==> src/rtl/boot_sequencer.sv <==
// rtl/boot_sequencer.sv - core bring-up sequencer: core reset release, fetch_enable pulse train, debug halt/step
module boot_sequencer #(
  parameter int RST_HOLD_CYCLES = 1,
  parameter int START_DELAY     = 4,
  parameter int PULSE_WIDTH     = 1,
  parameter int PULSE_GAP       = 4,
  parameter int NUM_PULSES      = 1,
  parameter int CNT_W           = 16
) (
  input  logic             clock,
  input  logic             reset,
  input  logic             start,
  input  logic             halt_req,
  input  logic             step_req,
  output logic             core_reset_n,
  output logic             fetch_enable,
  output logic             busy,
  output logic             done,
  output logic             halted,
  output logic [CNT_W-1:0] pulse_count,
  output logic [CNT_W-1:0] cycle_count
);

  typedef enum logic [2:0] {
    S_RST_HOLD,
    S_DELAY,
    S_PULSE,
    S_GAP,
    S_HALTED,
    S_DONE
  } state_t;

  localparam logic [CNT_W-1:0] HOLD_LAST  = CNT_W'(RST_HOLD_CYCLES - 1);
  localparam logic [CNT_W-1:0] DELAY_LAST = CNT_W'(START_DELAY - 1);
  localparam logic [CNT_W-1:0] WIDTH_LAST = CNT_W'(PULSE_WIDTH - 1);
  localparam logic [CNT_W-1:0] GAP_LAST   = CNT_W'(PULSE_GAP - 1);
  localparam logic [CNT_W-1:0] NUM_P      = CNT_W'(NUM_PULSES);
  localparam logic [CNT_W-1:0] CNT_MAX    = '1;
  // With no start delay a run begins directly in PULSE; DELAY is never entered.
  localparam state_t RUN_ENTRY = (START_DELAY == 0) ? S_PULSE : S_DELAY;

  state_t           state, state_nx;
  logic [CNT_W-1:0] phase_cnt, phase_cnt_nx;
  logic [CNT_W-1:0] pulse_count_nx, pulse_sat_inc;
  logic             is_step, is_step_nx;

  assign pulse_sat_inc = (pulse_count == CNT_MAX) ? pulse_count : pulse_count + 1'b1;

  always_comb begin
    state_nx       = state;
    phase_cnt_nx   = '0;
    pulse_count_nx = pulse_count;
    is_step_nx     = is_step;
    case (state)
      S_RST_HOLD: begin
        if (phase_cnt == HOLD_LAST) state_nx = RUN_ENTRY;
        else                        phase_cnt_nx = phase_cnt + 1'b1;
      end
      S_DELAY: begin
        if (halt_req)                     state_nx = S_HALTED;
        else if (phase_cnt == DELAY_LAST) state_nx = S_PULSE;
        else                              phase_cnt_nx = phase_cnt + 1'b1;
      end
      S_GAP: begin
        if (halt_req)                   state_nx = S_HALTED;
        else if (phase_cnt == GAP_LAST) state_nx = S_PULSE;
        else                            phase_cnt_nx = phase_cnt + 1'b1;
      end
      S_PULSE: begin
        // A pulse always runs its full width; halt is only honoured at its end.
        if (phase_cnt == WIDTH_LAST) begin
          pulse_count_nx = pulse_sat_inc;
          is_step_nx     = 1'b0;
          if ((NUM_P != '0) && (pulse_sat_inc == NUM_P)) state_nx = S_DONE;
          else if (halt_req || is_step)                  state_nx = S_HALTED;
          else                                           state_nx = S_GAP;
        end else begin
          phase_cnt_nx = phase_cnt + 1'b1;
        end
      end
      S_HALTED: begin
        if (step_req) begin
          state_nx   = S_PULSE;
          is_step_nx = 1'b1;
        end else if (!halt_req) begin
          state_nx = S_GAP;
        end
      end
      S_DONE: begin
        if (start) begin
          pulse_count_nx = '0;
          state_nx       = RUN_ENTRY;
        end
      end
      default: state_nx = S_RST_HOLD;
    endcase
  end

  always_ff @(posedge clock or negedge reset) begin
    if (!reset) begin
      state       <= S_RST_HOLD;
      phase_cnt   <= '0;
      pulse_count <= '0;
      cycle_count <= '0;
      is_step     <= 1'b0;
    end else begin
      state       <= state_nx;
      phase_cnt   <= phase_cnt_nx;
      pulse_count <= pulse_count_nx;
      is_step     <= is_step_nx;
      if ((state != S_RST_HOLD) && (cycle_count != CNT_MAX))
        cycle_count <= cycle_count + 1'b1;
    end
  end

  assign core_reset_n = (state != S_RST_HOLD);
  assign fetch_enable = (state == S_PULSE);
  assign busy         = (state != S_DONE) && (state != S_HALTED);
  assign done         = (state == S_DONE);
  assign halted       = (state == S_HALTED);

endmodule
==> config.mk <==
export PLATFORM = sky130hd
export DESIGN_NAME = boot_sequencer
export DESIGN_NICKNAME = d
export VERILOG_FILES = /design/src/rtl/boot_sequencer.sv
export SDC_FILE = /design/constraint.sdc
export NUM_CORES = 1
export LEC_CHECK = 0
export CORE_MARGIN = 3
export CORE_UTILIZATION = 55
export CTS_CLUSTER_DIAMETER = 100
export DETAILED_ROUTE_END_ITERATION = 8
export HOLD_SLACK_MARGIN = 0.02
export PLACE_DENSITY = 0.8
export SETUP_SLACK_MARGIN = 0.05
export SLEW_MARGIN = 15
export SYNTH_ARGS = -nofsm -noshare
export SYNTH_HDL_FRONTEND = slang
export SYNTH_SLANG_ARGS = --single-unit
==> constraint.sdc <==
create_clock -name clock -period 2.78 [get_ports clock]
set_input_delay 0.556 -clock clock [delete_from_list [all_inputs] [get_ports clock]]
set_output_delay 0.556 -clock clock [all_outputs]
set_load 0.01 [all_outputs]
==> results of run 1 <==
==> layout make-up <==
| type | count | area [sq um] |
|---|---|---|
| Clock buffer | 5 | 68.8 |
| Clock inverter | 3 | 42.5 |
| Fill cell | 441 | 1670 |
| Inverter | 13 | 48.8 |
| Multi-Input combinational cell | 251 | 1600 |
| Sequential cell | 52 | 1300 |
| Tap cell | 70 | 87.6 |
| Timing Repair Buffer | 48 | 458 |
==> state kept, by name (all words and copies together) (netlist names) <==
| name | count |
|---|---|
| pulse_count | 16 |
| state | 3 |
| is_step | 1 |
| phase_cnt | 16 |
| cycle_count | 16 |
==> worst paths after layout <==
kind                                      start         endpoint  slack [ns]
max in group asynchronous                 reset   pulse_count[0]        2.00
worst max-delay path             pulse_count[0]         state[1]        0.21
worst min-delay path                      reset   pulse_count[4]        0.35
worst max register to register   pulse_count[0]         state[1]        0.21
min in group clock              cycle_count[12]  cycle_count[12]        0.51
worst min register to register  cycle_count[12]  cycle_count[12]        0.51
==> layer usage <==
metal / vias to the layer above / wire, microns / GRT usage, %
met5: - / 0 / 0
met4: 0 / 96 / 6.76
met3: 14 / 418 / 4.21
met2: 108 / 3220 / 34.4
met1: 1291 / 3320 / 33.0
li1: 1279 / - / -
==> layout by cell type, fill, tap and decap left out, drive strengths merged, types with 2 or more instances in the layout <==
master	Yosys	routed
o21a	2	2
a21o	4	4
o22ai	4	4
nand2b	2	2
nor2	35	35
buf	9	8
dfrtp	52	52
and3	14	14
and2	2	2
or3	2	2
o31ai	3	3
nand2	30	30
a21oi	17	17
nand4	15	15
mux2i	2	2
a211oi	2	2
xnor2	21	21
nor4	8	8
nor3	12	12
clkbuf	7	5
ha	4	4
xor2	11	11
o21ai	17	17
o211a	2	2
a31oi	4	4
clkdlybuf4s50	0	40
and4	3	3
nand3	17	17
inv	13	13
==> worst max-delay path: cells and delay by family, from the launching register on <==
kind	cells	cell delay (ns)
simple gates	4	1.33
xor+xnor	1	0.17
compound gates	1	0.18
fa+ha+maj	1	0.30
flops	1	0.49
==> power groups by stage <==
stage,Combinational (uW),Sequential [uW],Clock [uW]
after CTS,1160,1090,532
after detailed placement,1160,1100,0
after global routing,1280,1120,560
after global placement,1130,1090,0
final,1160,1090,521
after floorplan,752,1080,0
==> per-stage QoR <==
step	worst slack [ns]	instances	hold slack [ns]	instance area, sq um
3_5_place_dp	0.255	434	0.492	3480
4_1_cts	0.170	442	0.382	3600
3_3_place_gp	0.426	434	0.484	3480
2_1_floorplan	0.543	332	0.260	3080
6_report	0.215	442	0.349	3600
5_1_grt	0.134	442	0.420	3600
==> cells by family (layout without fill, tap and decap cells) <==
family	after synthesis	in the layout	share of synthesized area (%)
DFF	52	52	42.3
xor gates and xnor gates	32	32	9.11
muxes	2	2	0.650
AOI/OAI and AO/OA	70	70	15.3
and+or+nand+nor	143	143	25.0
adders and majority gates	4	4	1.63
buffers and inverters	29	69	6.10
==> repair_timing <==
action | CTS | global route
gates resized for setup | 0 | 1
endpoints found under the setup margin | 0 | 9
hold buffers | 0 | 0
==> results.txt, run 1 <==
Die Width: 80.8 microns
fmax: 0.390 GHz
Worst-Skew Late Latency: 0.31 ns
Max VDD drop: 0.621 mV
Cell Area, Synth: 0.00308 sq mm
Final Hold Violating Endpoints: 0
leading post-synthesis cells by cell area: dfrtp_1 42%, xnor2_1 6.0%, nor2_1 4.3%
Final #Nets: 380
CP max stage delay: 0.53 ns
antenna violations before repair: 0
Tot GR Track Use: 22.6%
fin crit share: 92.3%
Post-Syn Area per Cell: 9.27 sq um
total power: 2770 uW
Pre-antenna DRT Iters: 5
Final HPWL DP: 4760 microns
# rows: 26
worst hold-check path type: input pin to asynchronous set/reset pin
synthesis-to-finish area growth: 17.0%
final setup TNS: 0 ns
synth unique cells: 57
crit-path cells: ha_1 -> nand3_1 -> nor4_1 -> xnor2_1 -> nand2_1 -> or4_4 -> a21o_1
Syn Inst Count: 332
Post-Route WL: 7060 microns
DR iter-0 viols: 245
Clock Skews: 0.00668 ns
Initial Util: 58.4%
Synth Flop Type: dfrtp_1
share of synthesized registers carrying an async set or reset: 100%
crit path max fanout: 7
ant diodes: 0
clk buf depth: 2
die area: 0.00653 sq mm
Worst-Margin Slew: 0.827 ns
CTS Sinks: 52
Vias: 2,692
Reg power frac: 39.3%
outcome: finished, final reports clean
Clock power frac: 18.8%
most common cell in the synthesized netlist: dfrtp_1
RSZ-0062 raised after global routing: no
leakage: 0.00151 uW
Int Pwr: 1700 uW
global-route wire length before repair: 11,700 microns
Sw Pwr: 1070 uW
Worst setup SP type: flop
Antenna Violating Nets Remaining: 0
Setup crit end kind: flop
fin util: 68.4%
Worst-path clk slew: 0.10 ns
post-synth top area cell: dfrtp_1
Slowest-stage cell, CP: or4_4
CTS H-tree lvls: 2
Tmin final: 2.57 ns
CTS tree: done
pin count of the biggest net entering global routing: 53
Post-CTS Setup Bufs: 0
critical path class: flop to flop
DRC errors left: 0
commonest cells in the netlist: 52 x dfrtp_1, 35 x nor2_1, 30 x nand2_1
Avg Vias per Cell: 6.09
critical path arrival: 2.77 ns
post-synthesis net count: 341
register bit total from synthesis: 52
WP data required: 2.98 ns
post-synth top area share: 42.3%
yosys warns: 0
PortBufs: 41
TritonCTS buffer count: 5
layout cells sized above 1: 8.33%
Sw Ratio: 38.7%
number of synthesized flops with an enable pin: 0
Setup Viol. Count Final: 0
Wirelength per Cell: 16.0 microns
grt total ovfl: 0
core area: 0.00527 sq mm
gpl congestion: 0.941
Gate power share: 42.0%
Seq/Total Area, Yosys: 42.3%
max cap viols: 0
clock root cell: clkbuf_8
reg2reg path depth: 7
power per cell area: 769 mW/mm^2
fin. max-slew vios: 0
Slew headroom: 44.9%
Ports: 42
die span in y: 80.8 microns
vias in the first global route: 2,505
No activity file was read; power rests on OpenSTA's default activity.
==> inputs of run 2 (changes only) <==
--- a/config.mk
+++ b/config.mk
@@ -5,7 +5,6 @@
 export SDC_FILE = /design/constraint.sdc
 export NUM_CORES = 1
 export LEC_CHECK = 0
-export CORE_MARGIN = 3
 export CORE_UTILIZATION = 55
 export CTS_CLUSTER_DIAMETER = 100
 export DETAILED_ROUTE_END_ITERATION = 8
==> results.txt, run 2 (synthesized netlist as in run 1, its figures left out) <==
Post-CTS Setup Bufs: 0 (unchanged)
final setup TNS: 0 ns (unchanged)
Setup crit end kind: flop (unchanged)
DRC errors left: 0 (unchanged)
vias in the first global route: 2,509 (was 2,505)
CTS tree: done (unchanged)
crit path max fanout: 7 (unchanged)
grt total ovfl: 0 (unchanged)
fin crit share: 90.8% (was 92.3%)
largest registers: cycle_count x16, phase_cnt x16, pulse_count x16 (unchanged)
Vias: 2,620 (was 2,692)
Max VDD drop: 0.517 mV (was 0.621 mV)
placed cell areas: 0.00347 sq mm (was 0.00348 sq mm)
Worst setup SP type: flop (unchanged)
PortBufs: 41 (unchanged)
routing usage on met2: 39.4% (was 34.4%)
met1 Use GR: 34.6% (was 33.0%)
CTS Sinks: 52 (unchanged)
Ports: 42 (unchanged)
# rows: 26 (unchanged)
clk buf depth: 2 (unchanged)
WP data required: 2.97 ns (was 2.98 ns)
final hold slack: 0.341 ns (was 0.349 ns)
Placement Setup Slack: 0.289 ns (was 0.255 ns)
CTS H-tree lvls: 2 (unchanged)
Worst-Skew Late Latency: 0.30 ns (was 0.31 ns)
Final #Nets: 378 (was 380)
leakage: 0.00149 uW (was 0.00151 uW)
Wirelength per Cell: 15.3 microns (was 16.0 microns)
GR Util met3: 3.69% (was 4.21%)
global-route wire length before repair: 11,700 microns (about the same)
number of hold buffers added after CTS: 0 (unchanged)
ant diodes: 0 (unchanged)
Clock Skews: 0.0104 ns (was 0.00668 ns)
Tmin final: 2.53 ns (was 2.57 ns)
max cap viols: 0 (unchanged)
fin. max-slew vios: 0 (unchanged)
layout cells sized above 1: 7.84% (was 8.33%)
antenna violations before repair: 0 (unchanged)
Slew headroom: 57.0% (was 44.9%)
critical path arrival: 2.72 ns (was 2.77 ns)
Worst-path clk slew: 0.10 ns (about the same)
outcome: finished, final reports clean (unchanged)
Post-Route WL: 6740 microns (was 7060 microns)
Top Usage Layer GRT: met2 (unchanged)
clock root cell: clkbuf_8 (unchanged)
Final Hold Violating Endpoints: 0 (unchanged)
fmax: 0.396 GHz (was 0.390 GHz)
core area: 0.00524 sq mm (was 0.00527 sq mm)
Worst-Margin Slew: 0.645 ns (was 0.827 ns)
total power: 2690 uW (was 2770 uW)
Tot GR Track Use: 24.7% (was 22.6%)
TritonCTS buffer count: 5 (unchanged)
die area: 0.00590 sq mm (was 0.00653 sq mm)
pin count of the biggest net entering global routing: 53 (unchanged)
Avg Vias per Cell: 5.95 (was 6.09)
critical path class: flop to flop (unchanged)
die span in y: 76.8 microns (was 80.8 microns)
Die Width: 76.8 microns (was 80.8 microns)
DR iter-0 viols: 184 (was 245)
Final HPWL DP: 4830 microns (was 4760 microns)
Initial Util: 58.8% (was 58.4%)
post-route setup slack: 0.255 ns (was 0.215 ns)
cts repair resizes: 0 (unchanged)
post-route cell area: 0.00357 sq mm (was 0.00360 sq mm)
fillcell total: 426 (was 441)
worst hold-check path type: input pin to asynchronous set/reset pin (unchanged)
Setup Viol. Count Final: 0 (unchanged)
synthesis-to-finish area growth: 15.9% (was 17.0%)
power per cell area: 754 mW/mm^2 (was 769 mW/mm^2)
gpl congestion: 1.02 (was 0.941)
RSZ-0062 raised after global routing: no (unchanged)
highest-count cells in the layout ignoring fill and taps: 52 x dfrtp_1, 40 x clkdlybuf4s50_1, 35 x nor2_1 (unchanged)
Antenna Violating Nets Remaining: 0 (unchanged)
Pre-antenna DRT Iters: 4 (was 5)
leading cell type in the layout, fill and taps excluded: dfrtp_1 (unchanged)
-- run 2: final timing paths --
| check | endpoint | startpoint | slack (ns) | cells after the start |
|---|---|---|---|---|
| max in group asynchronous | pulse_count[2] | reset | 1.99 | 2 |
| min in group clock | cycle_count[12] | cycle_count[12] | 0.50 | 1 |
| setup / recovery | state[1] | pulse_count[0] | 0.25 | 7 |
| setup reg to reg | state[1] | pulse_count[0] | 0.25 | 7 |
| hold reg to reg | cycle_count[12] | cycle_count[12] | 0.50 | 1 |
| hold / removal | phase_cnt[6] | reset | 0.34 | 2 |
-- run 2: per-layer routing --
layer | part of all wire [%] | up-vias
met5 | 0 | -
met3 | 5.8 | 11
met2 | 45 | 80
li1 | - | 1276
met1 | 48 | 1253
met4 | 1.3 | 0
-- run 2: worst max-delay path: stages, from the launching register on --
cell     delay (ns)
dfrtp_1        0.50
ha_1           0.30
nand3_1        0.24
nor4_1         0.42
xnor2_1        0.18
nand2_1        0.08
or4_4          0.52
a21o_1         0.18
-- run 2: metrics by stage --
step	cells	util (%)
floorplan	332	-
global placement	432	66.2
detailed placement	432	66.2
CTS	440	68.0
global route	440	68.1
finish	440	68.1
-- run 2: final cells by class --
type                    count  area [sq um]  area share [%]
flip-flops and latches     52          1300            36.5
clock buffers               5          68.8            1.93
multi-input cells         251          1600            44.7
repair buffers             46           443            12.4
inverters                  13          48.8            1.37
clock inverters             3          22.5           0.631
well taps                  70          87.6            2.46
-- run 2: report_power, final --
group | total (uW) | internal [uW] | switching, uW
sequential | 1080 | 883 | 202
combinational | 1170 | 550 | 621
clock | 435 | 181 | 255
